### config.mk
export PLATFORM = sky130hd
export DESIGN_NAME = alu_issue_arbiter
export DESIGN_NICKNAME = d
export VERILOG_FILES = /design/src/rtl/alu_pkg.sv /design/src/rtl/rr_arbiter.sv /design/src/rtl/alu_issue_arbiter.sv
export SDC_FILE = /design/constraint.sdc
export NUM_CORES = 1
export LEC_CHECK = 0
export CAP_MARGIN = 20
export CORE_AREA = 2 2 330 332
export CTS_CLUSTER_DIAMETER = 80
export CTS_CLUSTER_SIZE = 24
export DETAILED_ROUTE_END_ITERATION = 6
export DIE_AREA = 0 0 332 334
export DONT_BUFFER_PORTS = 1
export PLACE_DENSITY = 0.3
export SLEW_MARGIN = 10
export SYNTH_ARGS = -nofsm -noshare
export SYNTH_HDL_FRONTEND = slang
export SYNTH_SLANG_ARGS = --single-unit
### constraint.sdc
create_clock -name clk -period 7.45 [get_ports clk]
set_clock_uncertainty 0.2 [all_clocks]
set_input_delay 0.745 -clock clk [delete_from_list [all_inputs] [get_ports clk]]
set_output_delay 0.745 -clock clk [all_outputs]
set_load 0.1 [all_outputs]
### src/rtl/alu_pkg.sv
// alu_pkg: operation-select encodings and widths shared between the ALU and
// the blocks that feed it.
package alu_pkg;

  localparam int unsigned ALU_OPSEL_W = 12;

  localparam logic [ALU_OPSEL_W-1:0] ALU_OP_ADD = 12'd0;
  localparam logic [ALU_OPSEL_W-1:0] ALU_OP_SUB = 12'd1;

endpackage : alu_pkg

### src/rtl/rr_arbiter.sv
// rr_arbiter: combinational round-robin grant.
//   req       in   N    request vector
//   ptr       in   IW   highest-priority index (owned by the parent)
//   grant     out  N    one-hot grant, all zeros when no request
//   grant_idx out  IW   index of the granted request (0 when no grant)
module rr_arbiter #(
  parameter  int unsigned N  = 4,
  localparam int unsigned IW = (N > 1) ? $clog2(N) : 1
) (
  input  logic [N-1:0]  req,
  input  logic [IW-1:0] ptr,
  output logic [N-1:0]  grant,
  output logic [IW-1:0] grant_idx
);

  int unsigned idx;
  logic        found;

  // Scan ptr, ptr+1, ... (mod N); the first requester wins.
  always_comb begin
    grant     = '0;
    grant_idx = '0;
    found     = 1'b0;
    idx       = 0;
    for (int unsigned k = 0; k < N; k++) begin
      idx = (32'(ptr) + k) % N;
      if (!found && req[IW'(idx)]) begin
        found            = 1'b1;
        grant[IW'(idx)]  = 1'b1;
        grant_idx        = IW'(idx);
      end
    end
  end

endmodule : rr_arbiter

### src/rtl/alu_issue_arbiter.sv
// alu_issue_arbiter: shares one combinational ALU among NREQ issue slots.
// Round-robin grant over valid/ready request channels, operand mux to the ALU,
// and a 1-entry result register tagged with the issuing slot.
//   clk, rst              clock, async active-high reset
//   req_valid/req_ready   per-slot request handshake
//   req_a/req_b/req_op    packed per-slot operands and operation select
//   alu_a/alu_b/alu_op    to the shared ALU (zeros when nothing granted)
//   alu_q                 combinational ALU result
//   res_valid/res_ready   result handshake toward writeback
//   res_q/res_id          registered result and issuing slot
module alu_issue_arbiter
  import alu_pkg::*;
#(
  parameter  int unsigned OPERANDSIZE = 64,
  parameter  int unsigned NREQ        = 4,
  localparam int unsigned IDW         = (NREQ > 1) ? $clog2(NREQ) : 1
) (
  input  logic                        clk,
  input  logic                        rst,
  input  logic [NREQ-1:0]             req_valid,
  output logic [NREQ-1:0]             req_ready,
  input  logic [NREQ*OPERANDSIZE-1:0] req_a,
  input  logic [NREQ*OPERANDSIZE-1:0] req_b,
  input  logic [NREQ*ALU_OPSEL_W-1:0] req_op,
  output logic [OPERANDSIZE-1:0]      alu_a,
  output logic [OPERANDSIZE-1:0]      alu_b,
  output logic [ALU_OPSEL_W-1:0]      alu_op,
  input  logic [OPERANDSIZE-1:0]      alu_q,
  output logic                        res_valid,
  input  logic                        res_ready,
  output logic [OPERANDSIZE-1:0]      res_q,
  output logic [IDW-1:0]              res_id
);

  logic [IDW-1:0]  ptr;
  logic [NREQ-1:0] grant;
  logic [IDW-1:0]  grant_idx;
  logic            accept_ok;
  logic            accept;
  logic            last_slot;

  rr_arbiter #(.N(NREQ)) u_rr (
    .req       (req_valid),
    .ptr       (ptr),
    .grant     (grant),
    .grant_idx (grant_idx)
  );

  // Result slot can take a new op when empty or being drained this cycle.
  assign accept_ok = !res_valid || res_ready;
  assign req_ready = grant & {NREQ{accept_ok && !rst}};
  assign accept    = |req_ready;
  assign last_slot = (32'(grant_idx) == NREQ - 1);

  // Operand mux from the granted slot; grant is one-hot so AND-OR is exact.
  always_comb begin
    alu_a  = '0;
    alu_b  = '0;
    alu_op = '0;
    for (int unsigned i = 0; i < NREQ; i++) begin
      if (grant[i]) begin
        alu_a  = req_a[i*OPERANDSIZE +: OPERANDSIZE];
        alu_b  = req_b[i*OPERANDSIZE +: OPERANDSIZE];
        alu_op = req_op[i*ALU_OPSEL_W +: ALU_OPSEL_W];
      end
    end
  end

  // Result register and round-robin pointer.
  always_ff @(posedge clk or posedge rst) begin
    if (rst) begin
      res_valid <= 1'b0;
      res_q     <= '0;
      res_id    <= '0;
      ptr       <= '0;
    end else begin
      if (accept) begin
        res_valid <= 1'b1;
        res_q     <= alu_q;
        res_id    <= grant_idx;
        ptr       <= last_slot ? '0 : grant_idx + IDW'(1);
      end else if (res_ready) begin
        res_valid <= 1'b0;
      end
    end
  end

endmodule : alu_issue_arbiter
# Word-level counts from Yosys, hierarchy flattened
# Index checks and enable logic that the tools add are counted.
[word_totals] n_memories=0 latch_bits=0 reg_bits=69 ram_bits=0 romBits=0 in_bits=631
[op_classes] reduce_logical=16 bitwise_logic=4 muxes=42 shift=0 div=0 n_mul=0 order_cmp=8 eq_ne=1 n_addsub=4
[ops] operator="two-way mux 64 bit" n=8
[ops] operator="two-way mux 12 bit" n=4
[ops] operator="two-way mux 4 bit" n=4
[ops] operator="two-way mux 1 bit" n=13
[ops] operator="less-than comparator 2 x 3 -> 1 bit (second input constant)" n=4
[ops] operator="bitwise OR 4 bit" n=3
[ops] operator="two-way mux 2 bit" n=5
[ops] operator="binary-select mux 1 bit (select 2 bit)" n=4
[ops] operator="demux 1 bit (select 2 bit)" n=4
[ops] operator="greater-or-equal comparator 2 x 1 -> 1 bit (second input constant)" n=4
[ops] operator="logical AND 1 bit" n=8
[ops] operator="logical NOT 1 bit" n=5
[ops] operator="adder 2 x 1 -> 2 bit (second input constant)" n=2
[ops] operator="adder 2 bit (second input constant)" n=2
[ops] operator="AND 4 bit" n=1
[ops] operator="OR reduction 4 bit" n=1
[ops] operator="== test 2 bit (second input constant)" n=1
[ops] operator="nonzero test 2 bit" n=1
[ops] operator="logical OR 1 bit" n=1

# Depth between registers and ports, before layout
# Gate-level depths: netlist (run 1).
[logic_depth] ltp_word=16 mapped_depth=13 ltp_nobuf=8

# Modules after synthesis
# A second synthesis (run 1) with hierarchy kept.
[hier_totals] hier_cells=860 area_unflattened_um2=7288.2
[modules_own_cells] mod="alu_issue_arbiter" instances=1 seq_area_each_um2=1726.7 cells_each=812 area_per_inst_um2=6849.1
[modules_own_cells] mod="rr_arbiter" instances=1 seq_area_each_um2=0.0 cells_each=48 area_per_inst_um2=439.2

# Worst setup path after synthesis (run 1)
# No wires, ideal clock.
[synth_path] path_kind="reg-to-output" start="register with a tool-made name" end="output alu_a[0]" path_buffers=3 stages_incl_launch_ff=12 arrival_time_ns=4.296 setup_slack_ns=2.209 cell_sequence="dfrtp_1 > buf_2 > inv_1 > ha_1 > and4b_1 > o21ai_1 > nand3_2 > a221oi_2 > clkbuf_1 > clkbuf_1 > nor2_1 > o22ai_1"
[synth_lines] item="to (decl)" line_no="alu_issue_arbiter.sv:25" rtl="output logic [OPERANDSIZE-1:0] alu_a,"

==> results of run 1 <==
## stage by stage
stage / util (%) / std cells / setup WS [ns] / hold WS, ns / area, um^2
after global routing: 10.2 / 2435 / 1.02 / 0.181 / 11000
after detailed placement: 9.89 / 2408 / 1.62 / 0.541 / 10700
after global placement: 9.80 / 2404 / 1.51 / 0.531 / 10600
after floorplan: - / 1054 / 2.21 / 0.505 / 7720
after CTS: 10.2 / 2424 / 1.23 / 0.160 / 11000
final: 10.2 / 2438 / 1.40 / 0.164 / 11000
## cell usage after synthesis (2+ instances only)
library cell	n
buf_2	35
ha_1	6
a221oi_2	5
and4_1	3
o21ai_1	3
nand2b_1	4
dfrtp_1	69
inv_1	13
o22ai_1	140
nor2_1	144
buf_6	2
mux4_2	3
a2bb2oi_1	140
clkbuf_1	83
a221o_1	2
nand2_1	9
o2bb2ai_1	3
buf_1	14
a21oi_1	143
o31ai_1	2
or3b_1	2
nand3_1	141
mux2_1	65
mux2i_1	2
## how the worst max path moves through the flow
stage	startpoint	to	slack [ns]	depth (start not counted)
6_report	flip-flop	alu_b[28]	1.40	9
2_1_floorplan	flip-flop	alu_a[0]	2.21	11
3_5_place_dp	flip-flop	alu_op[7]	1.62	9
4_1_cts	flip-flop	alu_op[7]	1.23	9
5_1_grt	flip-flop	alu_b[2]	1.02	9
3_3_place_gp	flip-flop	alu_op[10]	1.51	9
## registers in the layout (all words and copies together) (netlist names), named ones only
name	flops
res_q	64
res_id	2
ptr	1
res_valid	1
## cells by family (layout without fill, tap and decap cells)
family | count (synthesis) | after routing | share of synthesized area, %
multiplexers | 70 | 70 | 10.6
AO/OA/AOI/OAI | 446 | 446 | 39.3
adder cells (fa/ha/maj) | 6 | 6 | 0.972
flip-flops | 69 | 69 | 22.4
XOR/XNOR | 2 | 2 | 0.227
other | 0 | 13 | 0
AND/OR/NAND/NOR | 313 | 313 | 18.5
buffers and inverters | 148 | 105 | 8.01
## worst max-delay path, delay by kind of cell (launching register included)
| family | cells | cell delay (ns) |
|---|---|---|
| buffers and inverters | 2 | 0.66 |
| AND/OR/NAND/NOR | 3 | 1.02 |
| flip-flops | 1 | 0.65 |
| AO/OA/AOI/OAI | 3 | 1.86 |
| adder cells (fa/ha/maj) | 1 | 0.43 |
## cells in the final DEF (no fill, tap or decap), types with 3 or more instances in the layout
master | netlist | routed
clkbuf_16 | 0 | 9
nand2_1 | 9 | 8
nand3_1 | 141 | 141
a221oi_2 | 5 | 3
buf_12 | 0 | 9
o21ai_1 | 3 | 3
o22ai_4 | 0 | 6
buf_16 | 0 | 3
inv_8 | 0 | 4
diode_2 | 0 | 13
inv_1 | 13 | 12
a21oi_1 | 143 | 143
nor2_1 | 144 | 144
ha_1 | 6 | 6
mux2_1 | 65 | 65
buf_4 | 1 | 64
nand2b_1 | 4 | 3
a2bb2oi_1 | 140 | 140
and4_1 | 3 | 3
o22ai_2 | 0 | 134
dfrtp_1 | 69 | 69
mux4_2 | 3 | 3
## per-layer routing
layer  vias to the layer above  global-route usage, %  wire length, um
met5                         -                      0              204
met4                        32                   3.66             2180
met3                       148                   5.54             8360
met2                       746                   18.1            30600
met1                      4686                   14.5            28700
li1                       3946                      -                -
## area by class of cell
| cell class | instances | area [um^2] |
|---|---|---|
| Tap cell | 1414 | 1770 |
| Fill cell | 12500 | 96800 |
| Sequential cell | 69 | 1730 |
| Timing Repair Buffer | 76 | 743 |
| Antenna cell | 13 | 32.5 |
| Inverter | 13 | 48.8 |
| Multi-Input combinational cell | 837 | 6380 |
| Clock buffer | 9 | 225 |
| Clock inverter | 7 | 71.3 |
==> flow_metrics.tcl, run 1 <==
set metrics [dict create \
    wl_per_cell_um 28.7 \
    end_kind "primary output" \
    hp-class "input pin to asynchronous set/reset pin" \
    r2r_cells 9 \
    synth_flop_cell "dfrtp_1" \
    cts_resized 0 \
    synth_edf_count 0 \
    crit_type "flip-flop to primary output" \
    cp_slowest_cell "o22ai_2" \
    setup_viol 0 \
    clk_pin_slew_ns 0.06 \
    grt_pass1_wl_um 89500 \
    rows 121 \
    rrSetupSlack_ns 3.17 \
    finalHoldViolCount 0 \
    synth_top_area_share_pct 22.4 \
    vias 9558 \
    tritoncts "yes" \
    synth.area.top_cells "dfrtp_1, a2bb2oi_1, o22ai_1" \
    slew_headroom_pct 20.2 \
    crit_chain "inv_1, ha_1, and4b_1, o21ai_1, nand3_2, a221o_4, nand2b_4, buf_12, o22ai_2" \
    fin_crit_sh_pct 81.3 \
    track_usage_pct 11.8 \
    route.detailed.drc 0 \
    clock_path_buffers 2 \
    cp.arrival_ns 5.11 \
    cts_hold_buf 0 \
    worst_slew_pin_slew_ns 1.20 \
    ioPinCount 842 \
    grt_pass1_vias 9471 \
    htree_levels 3 \
    syn_nets 1691 \
    ys_seq_area_share_pct 22.4 \
    drt-initial-drc-count 752 \
    clockRootBuffer "clkbuf_16" \
    final_nets 1643 \
    rsz0062_at_grt "no" \
    synth_area_um2 7720 \
    postRouteAntennaNets 0 \
    finalSetupTns_ns 0 \
    chipHeight_um 334 \
    crit_path_max_fanout 38 \
    r2r-end "res_q[5]$_DFFE_PP0P_" \
    antenna_found_initial 54 \
    die_area_um2 111000 \
    drive_gt1_share_pct 24.6 \
    ys_ff_latch 69 \
    drv_slew 0 \
    firstDrtPassIters 5 \
    cts_inserted_buffers 9 \
    max_stage_delay_ns 0.98 \
    die_x_um 332 \
    async_flop_share_pct 100 \
    initial_core_util_pct 7.16 \
    status "finished clean" \
    cts_post_setup_buffers_inserted 0 \
    min_period_ns 6.05 \
    cp-start-kind "flip-flop" \
    overflow 0 \
    timing.fmax_mhz 165 \
    grt_max_degree 141 \
    synth_cells 1054 \
    ys_warn_count 0 \
    coreArea_um2 108000 \
    cts.sinks 69 \
    viasPerCell 3.92 \
    crit_required_ns 6.50 \
    syn2layout_area_growth_pct 42.5 \
    hpwl_um 58100 \
    worstSkewPairLatency_ns 0.34 \
    gp_congestion 0.921 \
    postSynthAreaPerCell_um2 7.33 \
    synth_top_area_cell "dfrtp_1" \
    drv_cap 0 \
    ys_types 45 \
    port_buffers 0 \
    finalWirelength_um 70100 \
]
Power of run 1 is not shown: default switching activity piles up to over one toggle a cycle in this logic, so the estimate is an artifact.
==> run 2, diff against run 1 <==
clock period = 6.2 ns   (was 7.45 ns; I/O delays follow)
==> run 2 against run 1 <==
Net effect:
- via count is 4.6% higher
- hold slack improved by 0.046 ns
- global-route usage up 0.34 points
- critical path depth grew 3
- critical endpoint is now alu_a[57]
- sequential share of layout area down 0.98 points
- routed wire length rose by 2.5%
- non-clock buffer count rose by 104
- setup slack got worse by 0.72 ns
- register-to-register slack worse by 0.89 ns
- final cell count increased by 4.5%
- first-iteration DRC count shrank 7.0%
- die area is the same
==> flow_metrics.tcl, run 2 (synthesized netlist as in run 1, its figures left out) <==
set metrics [dict create \
    status "finished clean" \
    cts_inserted_buffers 9 \
    die_area_um2 111000 \
    viasPerCell 3.93 \
    layout_commonest_cell "buf_4" \
    chipHeight_um 334 \
    track_usage_pct 12.1 \
    ff_latch_area_um2 1730 \
    critPathMostFrequentCell "buf_4" \
    worstSkewPairLatency_ns 0.33 \
    wl_per_cell_um 28.2 \
    drt-initial-drc-count 699 \
    cts_hold_buf 0 \
    cp.arrival_ns 4.71 \
    final_cell_mix "buf_4, nor2_1, a21oi_1, nand3_1, a2bb2oi_1" \
    die_x_um 332 \
    largest_reg_flops 64 \
    drv_slew 0 \
    postRouteAntennaNets 0 \
    coreArea_um2 108000 \
    cts_post_setup_buffers_inserted 0 \
    crit_type "flip-flop to primary output" \
    hpwl_um 60200 \
    fin_crit_sh_pct 89.2 \
    tritoncts "yes" \
    gp_congestion 0.988 \
    clock_path_buffers 2 \
    clockRootBuffer "clkbuf_16" \
    htree_levels 3 \
    min_period_ns 5.53 \
    crit_path_max_fanout 42 \
    finalWirelength_um 71800 \
    reg_top3 "res_q (64), res_id (2)" \
    cts_resized 0 \
    max_stage_delay_ns 0.62 \
    crit_chain "inv_1, ha_1, and4b_1, o21ai_1, nand3_2, a221oi_4, buf_12, buf_4, a2bb2oi_1, buf_4, o22ai_2, buf_4" \
    finalHoldViolCount 0 \
    clk_pin_slew_ns 0.07 \
    path_buf_inv 5 \
    route.detailed.drc 0 \
    cp_slowest_cell "dfrtp_1" \
    drive_gt1_share_pct 31.7 \
    overflow 0 \
    grt_pass1_wl_um 93100 \
    worst_slew_pin_slew_ns 1.00 \
    timing.fmax_mhz 181 \
    cts.sinks 69 \
    setup_viol 0 \
    top_register "res_q" \
    cp_top_family "buffers and inverters" \
    crit_required_ns 5.38 \
    rsz0062_at_grt "no" \
    grt_pass1_vias 10200 \
    slew_headroom_pct 33.1 \
    antenna_found_initial 55 \
    cp-start-kind "flip-flop" \
    final_nets 1747 \
    num-fill-cells 12500 \
    initial_core_util_pct 7.16 \
    finalSetupTns_ns 0 \
    port_buffers 0 \
    firstDrtPassIters 5 \
    vias 9997 \
    syn2layout_area_growth_pct 52.0 \
    multi_input_area_um2 6390 \
    drv_cap 0 \
    ioPinCount 842 \
    end_kind "primary output" \
    grt_max_degree 141 \
    rows 121 \
    hp-class "input pin to flip-flop" \
]
## run 2: area by class of cell
cell class                      count  area share [%]
Inverter                           13           0.416
Timing Repair Buffer              180            12.5
Clock inverter                      7           0.533
Tap cell                         1414            15.1
Clock buffer                        9            1.92
Antenna cell                       18           0.384
Sequential cell                    69            14.7
Multi-Input combinational cell    837            54.5
## run 2: final timing paths
path / from / end / slack (ns) / cells after the start
min in group asynchronous: rst / res_q[9]$_DFFE_PP0P_ / 0.27 / 2
worst min-delay path: alu_q[61] / res_q[61]$_DFFE_PP0P_ / 0.21 / 1
worst min register to register: ptr[1]$_DFFE_PP0P_ / ptr[1]$_DFFE_PP0P_ / 0.63 / 2
worst max-delay path: flip-flop / alu_a[57] / 0.67 / 12
max in group asynchronous: rst / res_q[54]$_DFFE_PP0P_ / 4.95 / 2
worst max register to register: flip-flop / res_q[28]$_DFFE_PP0P_ / 2.28 / 8
## run 2: per-stage QoR
stage	cells	instance area [um^2]	setup WS [ns]	hold slack, ns	utilization [%]
after floorplan	1054	7720	1.08	0.505	-
after global placement	2513	11400	0.997	0.555	10.6
after detailed placement	2513	11400	0.970	0.559	10.6
after CTS	2529	11700	0.590	0.195	10.8
after global routing	2544	11700	0.338	0.190	10.9
final	2547	11700	0.671	0.210	10.9
## run 2: per-layer routing
metal	part of all wire (%)	track usage (%)	vias up	routed length, um
met3	13	5.81	125	9060
met1	40	14.8	4872	29000
met4	3.3	4.04	32	2350
li1	-	-	4158	-
met5	0.30	0	-	218
met2	43	18.5	810	31200
Power of run 2 is left out for the same reason.
==> run 3, diff against run 2 <==
MAX_ROUTING_LAYER = met4   (was not set)
RECOVER_POWER = 50   (was not set)
==> run 3 against run 2 <==
Net effect:
- sequential cell count is the same
- first-iteration DRC count is 15% higher
- via count rose by 0.24%
- final cell count grew 0.35%
- the flow now finishes with violations (capacitance limit, slew limit)
- maximum frequency down 3.5%
- global-route usage is 0.24 points higher
- utilization hardly changed
- routed wire length decreased by 0.50%
==> flow_metrics.tcl, run 3 (synthesized netlist as in run 1, its figures left out) <==
set metrics [dict create \
    port_buffers 0 \
    cp_top_family "compound AO/OA/AOI/OAI gates" \
    viasPerCell 3.92 \
    drt-initial-drc-count 805 \
    setup_ws_ns 0.469 \
    cts_post_setup_buffers_inserted 0 \
    largest_reg_flops 64 \
    grt_max_degree 141 \
    crit_path_max_fanout 59 \
    gp_congestion 0.952 \
    reg_top3 "res_q (64), res_id (2)" \
    die_area_um2 111000 \
    coreArea_um2 108000 \
    cts_inserted_buffers 9 \
    violations "capacitance limit, slew limit" \
    worst_slew_pin_slew_ns 3.79 \
    fin_crit_sh_pct 92.4 \
    slew_headroom_pct -153 \
    route.detailed.drc 0 \
    cp-start-kind "flip-flop" \
    crit_type "flip-flop to primary output" \
    cts_hold_buf 0 \
    final_nets 1745 \
    top_register "res_q" \
    finalSetupTns_ns 0 \
    track_usage_pct 12.4 \
    timing.fmax_mhz 174 \
    path_buf_inv 3 \
    cp_slowest_cell "a221o_4" \
    htree_levels 3 \
    status "complete, but fails checks" \
    hp-class "input pin to flip-flop" \
    rsz0062_at_grt "no" \
    layout_commonest_cell "buf_4" \
    drv_cap 2 \
    worstSkewPairLatency_ns 0.34 \
    crit_chain "inv_1, ha_1, and4b_1, o21ai_1, nand3_2, a221o_4, nand2b_4, buf_12, o22ai_2, buf_4" \
    clk_pin_slew_ns 0.07 \
    overflow 0 \
    clockRootBuffer "clkbuf_16" \
    finalWirelength_um 71500 \
    setup_viol 0 \
    drv_slew 112 \
    finalHoldViolCount 0 \
    grt_pass1_vias 9808 \
    rows 121 \
    antenna_found_initial 46 \
    drive_gt1_share_pct 31.2 \
    cts.sinks 69 \
    initial_core_util_pct 7.16 \
    dpl_worst_slack_ns 0.797 \
    postRouteAntennaNets 0 \
    clock_path_buffers 2 \
    max_stage_delay_ns 0.68 \
    min_period_ns 5.73 \
    crit_required_ns 5.38 \
    vias 10000 \
    chipHeight_um 334 \
    grt_pass1_wl_um 92100 \
    die_x_um 332 \
    num-fill-cells 12600 \
    end_kind "primary output" \
    ioPinCount 842 \
    wl_per_cell_um 28.0 \
    hpwl_um 59200 \
    syn2layout_area_growth_pct 52.1 \
    firstDrtPassIters 5 \
    final_cell_mix "buf_4, nor2_1, a21oi_1, nand3_1, a2bb2oi_1" \
    holdWs_ns 0.207 \
    cp.arrival_ns 4.91 \
    tritoncts "yes" \
    cts_resized 0 \
]
## run 3: cell types whose count changed in the layout (fill, tap and decap cells not counted), sizes merged
cell,before,now
buf,180,175
clkbuf,9,12
clkinvlp,3,2
diode,18,29
inv,17,18
## run 3: final timing paths
path / from / endpoint / slack, ns / cells past startpoint
min reg2reg: ptr[1]$_DFFE_PP0P_ / ptr[1]$_DFFE_PP0P_ / 0.61 / 2
min in group asynchronous: rst / res_valid$_DFFE_PP0P_ / 1.48 / 2
min: alu_q[19] / res_q[19]$_DFFE_PP0P_ / 0.21 / 1
max reg2reg: flip-flop / res_q[55]$_DFFE_PP0P_ / 0.83 / 9
max: flip-flop / alu_b[27] / 0.47 / 10
max in group asynchronous: rst / res_q[27]$_DFFE_PP0P_ / 2.18 / 2
## run 3: layout make-up
| cell class | count | area (um^2) | area share [%] |
|---|---|---|---|
| sequential | 69 | 1730 | 14.7 |
| timing repair buffer | 178 | 1450 | 12.4 |
| clock inverter | 7 | 63.8 | 0.543 |
| inverter | 13 | 48.8 | 0.416 |
| multi-input combinational | 837 | 6380 | 54.4 |
| antenna | 29 | 72.6 | 0.618 |
| tap | 1414 | 1770 | 15.1 |
| clock buffer | 9 | 225 | 1.92 |
## run 3: per-stage QoR
stage	util, %	std cells	area, um^2
global placement	10.6	2511	11400
CTS	10.8	2527	11700
detailed placement	10.6	2511	11400
finish	10.9	2556	11700
floorplan	-	1054	7720
global route	10.9	2554	11700
## run 3: routing by layer
metal / vias to the layer above / part of all wire (%) / GRT usage, %
li1: 4172 / - / -
met3: 88 / 14 / 5.79
met2: 797 / 45 / 19.1
met5: - / 0 / -
met1: 4964 / 39 / 14.3
met4: 0 / 2.7 / 3.27
Power of run 3 is left out for the same reason.
